File: src/rtl/decoder_scan.sv
// Registered binary-to-one-hot decoder with selectable polarity and an autonomous
// scan mode that steps the active line through channels 0..i_last at a set rate.
module decoder_scan #(
  parameter int SEL_W = 3,
  parameter int DIV_W = 16
) (
  input  logic                  i_clk,
  input  logic                  i_rst,
  input  logic                  i_en,
  input  logic                  i_mode,
  input  logic [SEL_W-1:0]      i_sel,
  input  logic [SEL_W-1:0]      i_last,
  input  logic [DIV_W-1:0]      i_div,
  input  logic                  i_opt,
  output logic [2**SEL_W-1:0]   o_y,
  output logic [SEL_W-1:0]      o_idx,
  output logic                  o_tick
);

  localparam int N = 2**SEL_W;
  localparam logic [N-1:0] ONE = {{(N-1){1'b0}}, 1'b1};

  logic [N-1:0]     hot, hot_d;
  logic [SEL_W-1:0] idx, idx_d, idx_nxt;
  logic [DIV_W-1:0] cnt, cnt_d;
  logic             tick, tick_d;
  logic             mode_q, en_q;

  // idx never exceeds N-1, so idx+1 cannot wrap past the last channel by accident.
  assign idx_nxt = (idx >= i_last) ? '0 : idx + 1'b1;

  always_comb begin
    hot_d  = hot;
    idx_d  = idx;
    cnt_d  = '0;
    tick_d = 1'b0;
    if (!i_en) begin
      hot_d = '0;
    end else if (!i_mode) begin
      idx_d = i_sel;
      hot_d = ONE << i_sel;
    end else if (!mode_q || !en_q) begin
      // First scan edge: light the held index and restart the prescaler.
      hot_d = ONE << idx;
    end else if (cnt == i_div) begin
      tick_d = 1'b1;
      idx_d  = idx_nxt;
      hot_d  = ONE << idx_nxt;
    end else begin
      cnt_d = cnt + 1'b1;
      hot_d = ONE << idx;
    end
  end

  always_ff @(posedge i_clk or posedge i_rst) begin
    if (i_rst) begin
      hot    <= '0;
      idx    <= '0;
      cnt    <= '0;
      tick   <= 1'b0;
      mode_q <= 1'b0;
      en_q   <= 1'b0;
    end else begin
      hot    <= hot_d;
      idx    <= idx_d;
      cnt    <= cnt_d;
      tick   <= tick_d;
      mode_q <= i_mode;
      en_q   <= i_en;
    end
  end

  // Polarity is the only combinational input-to-output path.
  assign o_y    = i_opt ? hot : ~hot;
  assign o_idx  = idx;
  assign o_tick = tick;

endmodule

File: config.mk
export PLATFORM = sky130hd
export DESIGN_NAME = decoder_scan
export DESIGN_NICKNAME = d
export VERILOG_FILES = /design/src/rtl/decoder_scan.sv
export SDC_FILE = /design/constraint.sdc
export NUM_CORES = 1
export LEC_CHECK = 0
export CAP_MARGIN = 20
export CORE_MARGIN = 2
export CORE_UTILIZATION = 50
export DETAILED_ROUTE_END_ITERATION = 7
export PLACE_DENSITY = 0.82
export SLEW_MARGIN = 10
export SYNTH_ARGS = -nofsm -noshare
export SYNTH_HDL_FRONTEND = slang
export SYNTH_SLANG_ARGS = --single-unit
File: constraint.sdc
create_clock -name i_clk -period 2.34 [get_ports i_clk]
set_input_delay 0.468 -clock i_clk [delete_from_list [all_inputs] [get_ports i_clk]]
set_output_delay 0.468 -clock i_clk [all_outputs]
set_load 0.005 [all_outputs]
==> results of run 1 <==
[layer usage]
layer,share of wire,wire (µm),global-route usage,up-vias
met4,0.0073,33,0.0612,0
met5,0,0,0,-
met1,0.45,2050,0.312,840
li1,-,-,-,852
met2,0.48,2160,0.368,59
met3,0.063,286,0.0409,2
[sequential cells by signal (all words and copies together) (netlist names)]
| register | count |
|---|---|
| cnt | 16 |
| hot | 8 |
| o_idx | 3 |
| en_q | 1 |
| mode_q | 1 |
| o_tick | 1 |
[cell families after synthesis]
| logic type | synth area share |
|---|---|
| mux | 0.00578 |
| xor+xnor | 0.171 |
| fa+ha+maj | 0.0643 |
| compound gates | 0.115 |
| simple gates | 0.214 |
| buf+inv | 0.0443 |
| flops | 0.386 |
[cell type report]
type	count	share of cell area
multi-input combinational	164	0.432
clock buffer	6	0.0322
sequential	30	0.293
inverter	16	0.0234
clock inverter	2	0.00488
tap	48	0.0234
timing repair buffer	51	0.191
[cells in the mapped netlist (3+ instances only)]
library cell  number  area share
nor2_1            31       0.060
dfrtp_1           30        0.39
xor2_1            22       0.099
inv_1             16       0.031
xnor2_1           16       0.072
nand2_1           12       0.023
ha_1              10       0.064
nand3_1            9       0.023
nor3_1             8       0.021
a21oi_1            7       0.018
o21ai_0            6       0.015
nand4_1            4       0.013
nor4_2             4       0.026
o211ai_1           4       0.015
buf_2              3      0.0077
clkbuf_1           3      0.0058
[stage by stage]
stage          TNS, ns  total power [mW]  setup slack [ns]
2_1_floorplan        0             0.722             0.458
3_3_place_gp    -0.193             0.887           -0.0804
3_5_place_dp    -0.423             0.893            -0.138
4_1_cts              0              1.33             0.102
5_1_grt              0              1.39            0.0430
6_report             0              1.32             0.125
[report_power, final]
part / switching, mW / internal, mW / total [mW]
logic: 0.161 / 0.170 / 0.332
clock network: 0.201 / 0.236 / 0.437
registers: 0.0192 / 0.536 / 0.555
total: 0.382 / 0.942 / 1.32
[worst max-delay path: cells and delay by family]
family	cells	cell delay, ns
XOR/XNOR	1	0.17
buffers and inverters	3	1.11
[path summary, 6_finish.rpt]
kind / to / slack [ns] / cells past startpoint
max in group asynchronous: o_tick$_DFF_PP0_ / 1.49 / 3
worst min register to register: cnt[0]$_DFF_PP0_ / 0.58 / 1
worst min-delay path: cnt[13]$_DFF_PP0_ / 0.56 / 3
min in group i_clk: cnt[0]$_DFF_PP0_ / 0.58 / 1
worst max register to register: hot[5]$_DFF_PP0_ / 0.16 / 8
worst max-delay path: o_y[1] / 0.12 / 4
==> results.py, run 1 <==
metrics = {
    "routing": {
        "first_iter_violations": 99,
        "post_drt_wl_per_cell_um": 14.3,
        "vias": 1753,
        "drt_pass_1_iters": 4,
        "routed_wirelength_um": 4530,
        "vias_per_cell": 5.53,
        "route.detailed.drc": 0,
        "postRouteAntennaNets": 0,
    },
    "synthesis": {
        "synth_cell_types": 40,
        "ys_warn_count": 0,
        "post_synth.cell_area_avg_um2": 9.01,
        "asyncSetResetFlopFracSynth": 1.00,
        "syn-num-nets": 253,
        "synth.yosys.seq_area_share": 0.386,
        "synth_edf_count": 0,
        "postSynthRegisterBits": 30,
        "mapped_cell_area_um2": 1950,
        "synthFlopType": "dfrtp_1",
        "syn_inst": 216,
    },
    "floorplanning": {
        "io_pins": 39,
        "floorplan.die.width_um": 66.4,
        "floorplan.rows": 22,
        "starting_density": 0.524,
        "die_span_y_um": 66.4,
        "floorplan.die_area_um2": 4410,
        "placeableCoreArea_um2": 3720,
    },
    "clock_network": {
        "cts_inserted_buffers": 5,
        "cts_hold_buf": 0,
        "clock_latency_ns": 0.28,
        "cts_tree": "yes",
        "max-clock-path-buffers": 2,
        "post_cts_buffers": 0,
        "clk_transition_reported_paths_ns": 0.08,
        "cts_num_sinks": 30,
        "clk_root_buffer_cell": "clkbuf_8",
        "post_cts_resized": 0,
        "htree_levels": 2,
    },
    "critical_path": {
        "cp_max_fo": 4,
        "endpoint_kind": "output port",
        "worstPathArrival_ns": 1.75,
        "worst_setup_path_startpoint": "i_opt",
        "critical_path.slowest_cell": "clkdlybuf4s50_1",
        "cell_chain_of_the_critical_path": "clkdlybuf4s50_1, buf_4, xnor2_1, clkdlybuf4s50_1",
        "worst-endpoint-required_ns": 1.87,
        "slowest_delay_ns": 0.52,
        "crit_path_start_kind": "input pin",
        "criticalPathCategory": "input pin to output port",
        "path_common_cell": "clkdlybuf4s50_1",
        "r2r_start": "o_idx[0]$_DFFE_PP0P_",
    },
    "pwr": {
        "cellLeakagePower_nw": 1.08,
        "peakVddDrop_mv": 0.325,
        "pwr_density_cell_nw_per_um2": 516,
    },
    "timing": {
        "drv_slew": 0,
        "hold_slack_ns": 0.559,
        "setup_viol": 0,
        "hold_viol": 0,
        "rsz0062_at_grt": "false",
        "max_slew.worst_pin.slew_ns": 0.546,
        "max-slew-margin-rel": 0.626,
        "timing.clock.skew_ns": 0.0170,
        "post-route-period-util": 0.947,
        "max_freq_ghz": 0.451,
        "period_needed_ns": 2.22,
    },
    "layout": {
        "drive_gt1_frac": 0.104,
        "mostFrequentLayoutCells": "clkdlybuf4s50_1, nor2_1, dfrtp_1",
        "final_area_um2": 2570,
        "finish.net_count": 305,
        "fill_cells": 295,
        "leading_cell_type_in_the_layout_fill_and_taps_excluded": "clkdlybuf4s50_1",
        "multi_input_comb_area_um2": 1110,
        "synthesis_to_finish_area_growth_pct": 31.8,
        "sequential_standard_cell_area_um2": 751,
        "n_antenna_cell": 0,
        "post_route_core_utilization": 0.691,
        "stdcell_count": 317,
    },
    "run_status": {
        "run_status": "completed",
    },
    "global_routing": {
        "largest_net_degree_at_the_start_of_global_routing": 31,
        "grt_pass1_vias": 1655,
        "gr-total-overflow": 0,
        "antenna_violations_before_repair": 0,
        "global_route.usage.total": 0.227,
        "first_pass_grt_wire_length_um": 7520,
    },
    "placed_design": {
        "post-dp-hpwl_um": 3490,
        "dpl_cell_area_um2": 2470,
        "place_congestion": 0.943,
        "io_buffer_count": 38,
        "dp.cells": 309,
    },
    "min_path": {
        "min-delay-path-class": "input pin to async pin",
    },
    "flow_run": {
        "drv_cap": 0,
    },
}
Power figures use the tool's default switching activity.
==> run 2, diff against run 1 <==
--- a/config.mk
+++ b/config.mk
@@ -7,9 +7,9 @@
 export LEC_CHECK = 0
 export CAP_MARGIN = 20
 export CORE_MARGIN = 2
-export CORE_UTILIZATION = 50
+export CORE_UTILIZATION = 30
 export DETAILED_ROUTE_END_ITERATION = 7
-export PLACE_DENSITY = 0.82
+export PLACE_DENSITY = 0.57
 export SLEW_MARGIN = 10
 export SYNTH_ARGS = -nofsm -noshare
 export SYNTH_HDL_FRONTEND = slang
==> constraint.sdc (replaced) <==
create_clock -name i_clk -period 1.8 [get_ports i_clk]
set_input_delay 0.36 -clock i_clk [delete_from_list [all_inputs] [get_ports i_clk]]
set_output_delay 0.36 -clock i_clk [all_outputs]
set_load 0.005 [all_outputs]
==> results.py, run 2 (synthesis results as in run 1) <==
metrics = {
    "pwr": {
        "cellLeakagePower_nw": 1.39,
        "pwr_density_cell_nw_per_um2": 651,
        "peakVddDrop_mv": 0.399,
    },
    "layout": {
        "synthesis_to_finish_area_growth_pct": 60.6,
        "fill_cells": 611,
        "drive_gt1_frac": 0.316,
        "final_area_um2": 3130,
        "n_antenna_cell": 0,
        "leading_cell_type_in_the_layout_fill_and_taps_excluded": "buf_4",
        "largest_register_ff_count": 16,
        "stdcell_count": 390,
        "mostFrequentLayoutCells": "buf_4, nor2_1, dfrtp_1",
        "finish.net_count": 349,
        "regMostFlops": "cnt",
    },
    "global_routing": {
        "antenna_violations_before_repair": 0,
        "gr-total-overflow": 0,
        "first_pass_grt_wire_length_um": 8830,
        "grt_pass1_vias": 1856,
        "largest_net_degree_at_the_start_of_global_routing": 31,
        "global_route.usage.total": 0.156,
    },
    "critical_path": {
        "r2r_start": "o_idx[0]$_DFFE_PP0P_",
        "criticalPathCategory": "input pin to register",
        "worst-endpoint-required_ns": 2.02,
        "crit_path_start_kind": "input pin",
        "r2r_slack_ns": -0.10,
        "cell_chain_of_the_critical_path": "clkdlybuf4s50_1, xor2_1, nor4_2, nand4_1, or4_4, a31oi_4",
        "cp_max_fo": 3,
        "endpoint_kind": "register",
        "slowest_delay_ns": 0.54,
        "critical_path.slowest_cell": "or4_4",
        "critPathBufInv": 1,
        "reg2regPathDepth": 7,
        "critical_path.top_delay_family": "simple AND/OR/NAND/NOR gates",
        "r2r-end": "hot[2]$_DFF_PP0_",
        "worst_setup_path_startpoint": "i_div[10]",
        "worstPathArrival_ns": 2.13,
    },
    "clock_network": {
        "cts_tree": "yes",
        "max-clock-path-buffers": 2,
        "cts_num_sinks": 30,
        "clock_latency_ns": 0.29,
        "cts_inserted_buffers": 5,
        "clk_root_buffer_cell": "clkbuf_8",
        "htree_levels": 2,
        "clk_transition_reported_paths_ns": 0.07,
    },
    "flow_run": {
        "drv_cap": 0,
    },
    "timing": {
        "setup_viol": 12,
        "rsz0062_at_grt": "true",
        "drv_slew": 0,
        "finalWorstSetupSlack_ns": -0.106,
        "max_freq_ghz": 0.525,
        "hold_viol": 0,
        "timing.clock.skew_ns": 0.0109,
        "max-slew-margin-rel": 0.750,
        "totalNegativeSetupSlack_ns": -0.479,
        "period_needed_ns": 1.91,
        "max_slew.worst_pin.slew_ns": 0.371,
        "post-route-period-util": 1.06,
    },
    "placed_design": {
        "post-dp-hpwl_um": 3940,
        "io_buffer_count": 38,
        "dpl_cell_area_um2": 2810,
        "place_congestion": 0.885,
        "dp_worst_setup_slack_ns": -0.558,
        "dp.cells": 376,
    },
    "floorplanning": {
        "die_span_y_um": 84.6,
        "floorplan.die_area_um2": 7150,
        "floorplan.die.width_um": 84.6,
        "io_pins": 39,
        "starting_density": 0.308,
        "floorplan.rows": 29,
        "placeableCoreArea_um2": 6310,
    },
    "routing": {
        "route.detailed.drc": 0,
        "post_drt_wl_per_cell_um": 13.5,
        "drt_pass_1_iters": 4,
        "vias": 1902,
        "postRouteAntennaNets": 0,
        "first_iter_violations": 169,
        "routed_wirelength_um": 5280,
        "vias_per_cell": 4.88,
    },
    "run_status": {
        "run_status": "finished with violations",
        "violations_in_the_final_reports": "setup timing",
    },
    "min_path": {
        "min-delay-path-class": "input pin to async pin",
    },
}
-- run 2: cell count changes in the layout (fill, tap and decap cells not counted), moves of 3 or more --
cell             before  now
buf_4                12   54
clkdlybuf4s50_1      38   16
dlygate4sd2_1         0   17
dlymetal6s2s_1        0    5
ha_1                 10    5
ha_4                  0    5
inv_1                16   13
inv_2                 0    3
o21ai_0               6    3
-- run 2: worst max-delay path by stage --
stage	end	slack (ns)	cells past startpoint
finish	hot[2]$_DFF_PP0_	-0.11	6
global route	hot[3]$_DFF_PP0_	-0.16	7
CTS	hot[2]$_DFF_PP0_	-0.1	6
detailed placement	hot[2]$_DFF_PP0_	-0.56	8
global placement	hot[2]$_DFF_PP0_	-0.49	8
floorplan	hot[5]$_DFF_PP0_	0.02	7
-- run 2: stage by stage --
stage / hold slack, ns / total power, mW / util
global placement: 0.579 / 1.27 / 0.445
floorplan: 0.391 / 0.940 / -
global route: 0.494 / 2.15 / 0.495
CTS: 0.462 / 2.00 / 0.478
finish: 0.442 / 2.04 / 0.495
detailed placement: 0.580 / 1.27 / 0.445
-- run 2: layout make-up --
cell class	instances	area (µm²)	share of cell area
clock buffer	5	68.8	0.0220
multi-input combinational	164	1280	0.409
timing repair buffer	95	828	0.265
inverter	16	60.1	0.0192
tap	77	96.3	0.0308
clock inverter	3	40.0	0.0128
sequential	30	753	0.241
-- run 2: where the power goes --
| part | internal [mW] | total, mW | switching, mW |
|---|---|---|---|
| Combinational | 0.344 | 0.631 | 0.287 |
| Sequential | 0.698 | 0.723 | 0.0245 |
| Clock | 0.407 | 0.683 | 0.276 |
-- run 2: layer usage --
layer / up-vias / GRT usage / share of wire / routed length (µm)
met2: 48 / 0.250 / 0.48 / 2550
met5: - / 0 / 0 / 0
met3: 6 / 0.0393 / 0.044 / 233
li1: 942 / - / - / -
met1: 906 / 0.207 / 0.46 / 2430
met4: 0 / 0.0491 / 0.014 / 73
-- run 2: worst register-to-register path, cell delays in order, from the launching register on --
cell and delay [ns]:
dfrtp_2 0.42, inv_2 0.07, buf_4 0.14, ha_1 0.30, buf_4 0.15, nand3_2 0.11
or4_4 0.46, a31oi_4 0.18
-- run 2: timing repair --
| item | 4_1_cts | 5_1_grt |
|---|---|---|
| setup endpoints to repair | 35 | 29 |
| setup buffers | 4 | 3 |
| hold buffers | 0 | 0 |
| pin swaps | 15 | 18 |
| cloned | 0 | 0 |
| resized for setup | 35 | 24 |
==> run 3, diff against run 2 <==
--- a/config.mk
+++ b/config.mk
@@ -6,10 +6,13 @@
 export NUM_CORES = 1
 export LEC_CHECK = 0
 export CAP_MARGIN = 20
+export CELL_PAD_IN_SITES_DETAIL_PLACEMENT = 1
+export CELL_PAD_IN_SITES_GLOBAL_PLACEMENT = 1
 export CORE_MARGIN = 2
-export CORE_UTILIZATION = 30
+export CORE_UTILIZATION = 35
 export DETAILED_ROUTE_END_ITERATION = 7
-export PLACE_DENSITY = 0.57
+export GPL_TIMING_DRIVEN = 1
+export PLACE_DENSITY = 0.8
 export SLEW_MARGIN = 10
 export SYNTH_ARGS = -nofsm -noshare
 export SYNTH_HDL_FRONTEND = slang
==> results.py, run 3 (synthesis results as in run 1) <==
metrics = {
    "run_status": {
        "run_status": "finished with violations",
        "violations_in_the_final_reports": "setup timing",
    },
    "pwr": {
        "cellLeakagePower_nw": 1.46,
        "pwr_density_cell_nw_per_um2": 649,
        "peakVddDrop_mv": 0.446,
    },
    "timing": {
        "setup_viol": 27,
        "post-route-period-util": 1.18,
        "hold_viol": 0,
        "timing.clock.skew_ns": 0.00609,
        "hold_slack_ns": 0.461,
        "period_needed_ns": 2.13,
        "drv_slew": 0,
        "rsz0062_at_grt": "true",
        "max_slew.worst_pin.slew_ns": 0.523,
        "finalWorstSetupSlack_ns": -0.330,
        "max_freq_ghz": 0.470,
        "max-slew-margin-rel": 0.651,
    },
    "global_routing": {
        "first_pass_grt_wire_length_um": 12300,
        "antenna_violations_before_repair": 0,
        "global_route.usage.total": 0.267,
        "grt_pass1_vias": 2348,
        "largest_net_degree_at_the_start_of_global_routing": 31,
        "gr-total-overflow": 0,
    },
    "layout": {
        "post_route_core_utilization": 0.601,
        "fill_cells": 612,
        "leading_cell_type_in_the_layout_fill_and_taps_excluded": "buf_4",
        "n_antenna_cell": 0,
        "synthesis_to_finish_area_growth_pct": 67.8,
        "largest_register_ff_count": 16,
        "finish.net_count": 358,
        "regMostFlops": "cnt",
        "drive_gt1_frac": 0.363,
        "mostFrequentLayoutCells": "buf_4, dfrtp_1, nor2_1",
    },
    "floorplanning": {
        "die_span_y_um": 78.6,
        "placeableCoreArea_um2": 5440,
        "io_pins": 39,
        "starting_density": 0.358,
        "floorplan.rows": 27,
        "floorplan.die.width_um": 78.6,
        "floorplan.die_area_um2": 6170,
    },
    "critical_path": {
        "endpoint_kind": "register",
        "worst-endpoint-required_ns": 2.01,
        "crit_path_start_kind": "register",
        "cp_max_fo": 4,
        "worstPathArrival_ns": 2.34,
        "criticalPathCategory": "register to register",
    },
    "routing": {
        "vias": 2181,
        "drt_pass_1_iters": 4,
        "route.detailed.drc": 0,
        "first_iter_violations": 179,
        "postRouteAntennaNets": 0,
        "vias_per_cell": 5.54,
        "routed_wirelength_um": 8800,
        "post_drt_wl_per_cell_um": 22.3,
    },
    "clock_network": {
        "cts_tree": "yes",
        "clock_latency_ns": 0.29,
        "htree_levels": 2,
        "max-clock-path-buffers": 2,
        "cts_inserted_buffers": 5,
        "clk_root_buffer_cell": "clkbuf_8",
        "clk_transition_reported_paths_ns": 0.07,
        "cts_hold_buf": 0,
        "cts_num_sinks": 30,
    },
    "min_path": {
        "min-delay-path-class": "input pin to async pin",
    },
    "flow_run": {
        "drv_cap": 0,
    },
    "placed_design": {
        "place_congestion": 0.914,
        "post-dp-hpwl_um": 5010,
        "io_buffer_count": 38,
    },
}
[run 3: critical path: stages (launching register included)]
cell,delay (ns)
dfrtp_1,0.40
xor2_1,0.19
nor4_2,0.37
nand4_1,0.29
or4_1,0.59
a31oi_1,0.19
[run 3: where the power goes]
part           internal, mW  switching (mW)
clock network         0.308           0.279
registers             0.698          0.0264
logic                 0.401           0.406
[run 3: path summary, 6_finish.rpt]
path,startpoint,endpoint,slack (ns),depth (start not counted)
max,cnt[15]$_DFF_PP0_,hot[2]$_DFF_PP0_,-0.33,5
min,i_rst,cnt[5]$_DFF_PP0_,0.46,3
max reg2reg,cnt[15]$_DFF_PP0_,hot[2]$_DFF_PP0_,-0.33,5
min reg2reg,cnt[0]$_DFF_PP0_,cnt[0]$_DFF_PP0_,0.65,2
max in group asynchronous,i_rst,o_idx[1]$_DFFE_PP0P_,1.03,3
min in group i_clk,cnt[0]$_DFF_PP0_,cnt[0]$_DFF_PP0_,0.65,2
[run 3: area by class of cell]
cell class	count	area [µm²]	share of cell area
clock buffers	7	86.3	0.0264
clock inverters	1	5.00	0.00153
inverters	16	60.1	0.0184
multi-input cells	164	1370	0.420
flip-flops and latches	30	753	0.231
well taps	72	90.1	0.0276
repair buffers	104	900	0.275
[run 3: per-layer routing]
layer / vias up / wire, µm / global-route usage
met3: 39 / 402 / 0.0598
met1: 1101 / 3470 / 0.305
met5: - / 0 / 0.00909
li1: 950 / - / -
met2: 91 / 4490 / 0.458
met4: 0 / 441 / 0.149
[run 3: per-stage QoR]
step / TNS [ns] / setup WS, ns / area [µm²] / power [mW] / std cells
after global placement: -11.87 / -0.526 / 2830 / 1.27 / 377
after detailed placement: -13.75 / -0.583 / 2830 / 1.29 / 377
after global routing: -5.99 / -0.392 / 3270 / 2.18 / 394
final: -3.76 / -0.330 / 3270 / 2.12 / 394
after floorplan: 0 / 0.0220 / 1950 / 0.940 / 216
after CTS: -0.730 / -0.135 / 3110 / 1.97 / 388
[run 3: what timing repair did]
action                     CTS  global route
setup buffers                4             7
setup endpoints to repair   36            32
pin swaps                   29            13
gates resized for setup     56            28
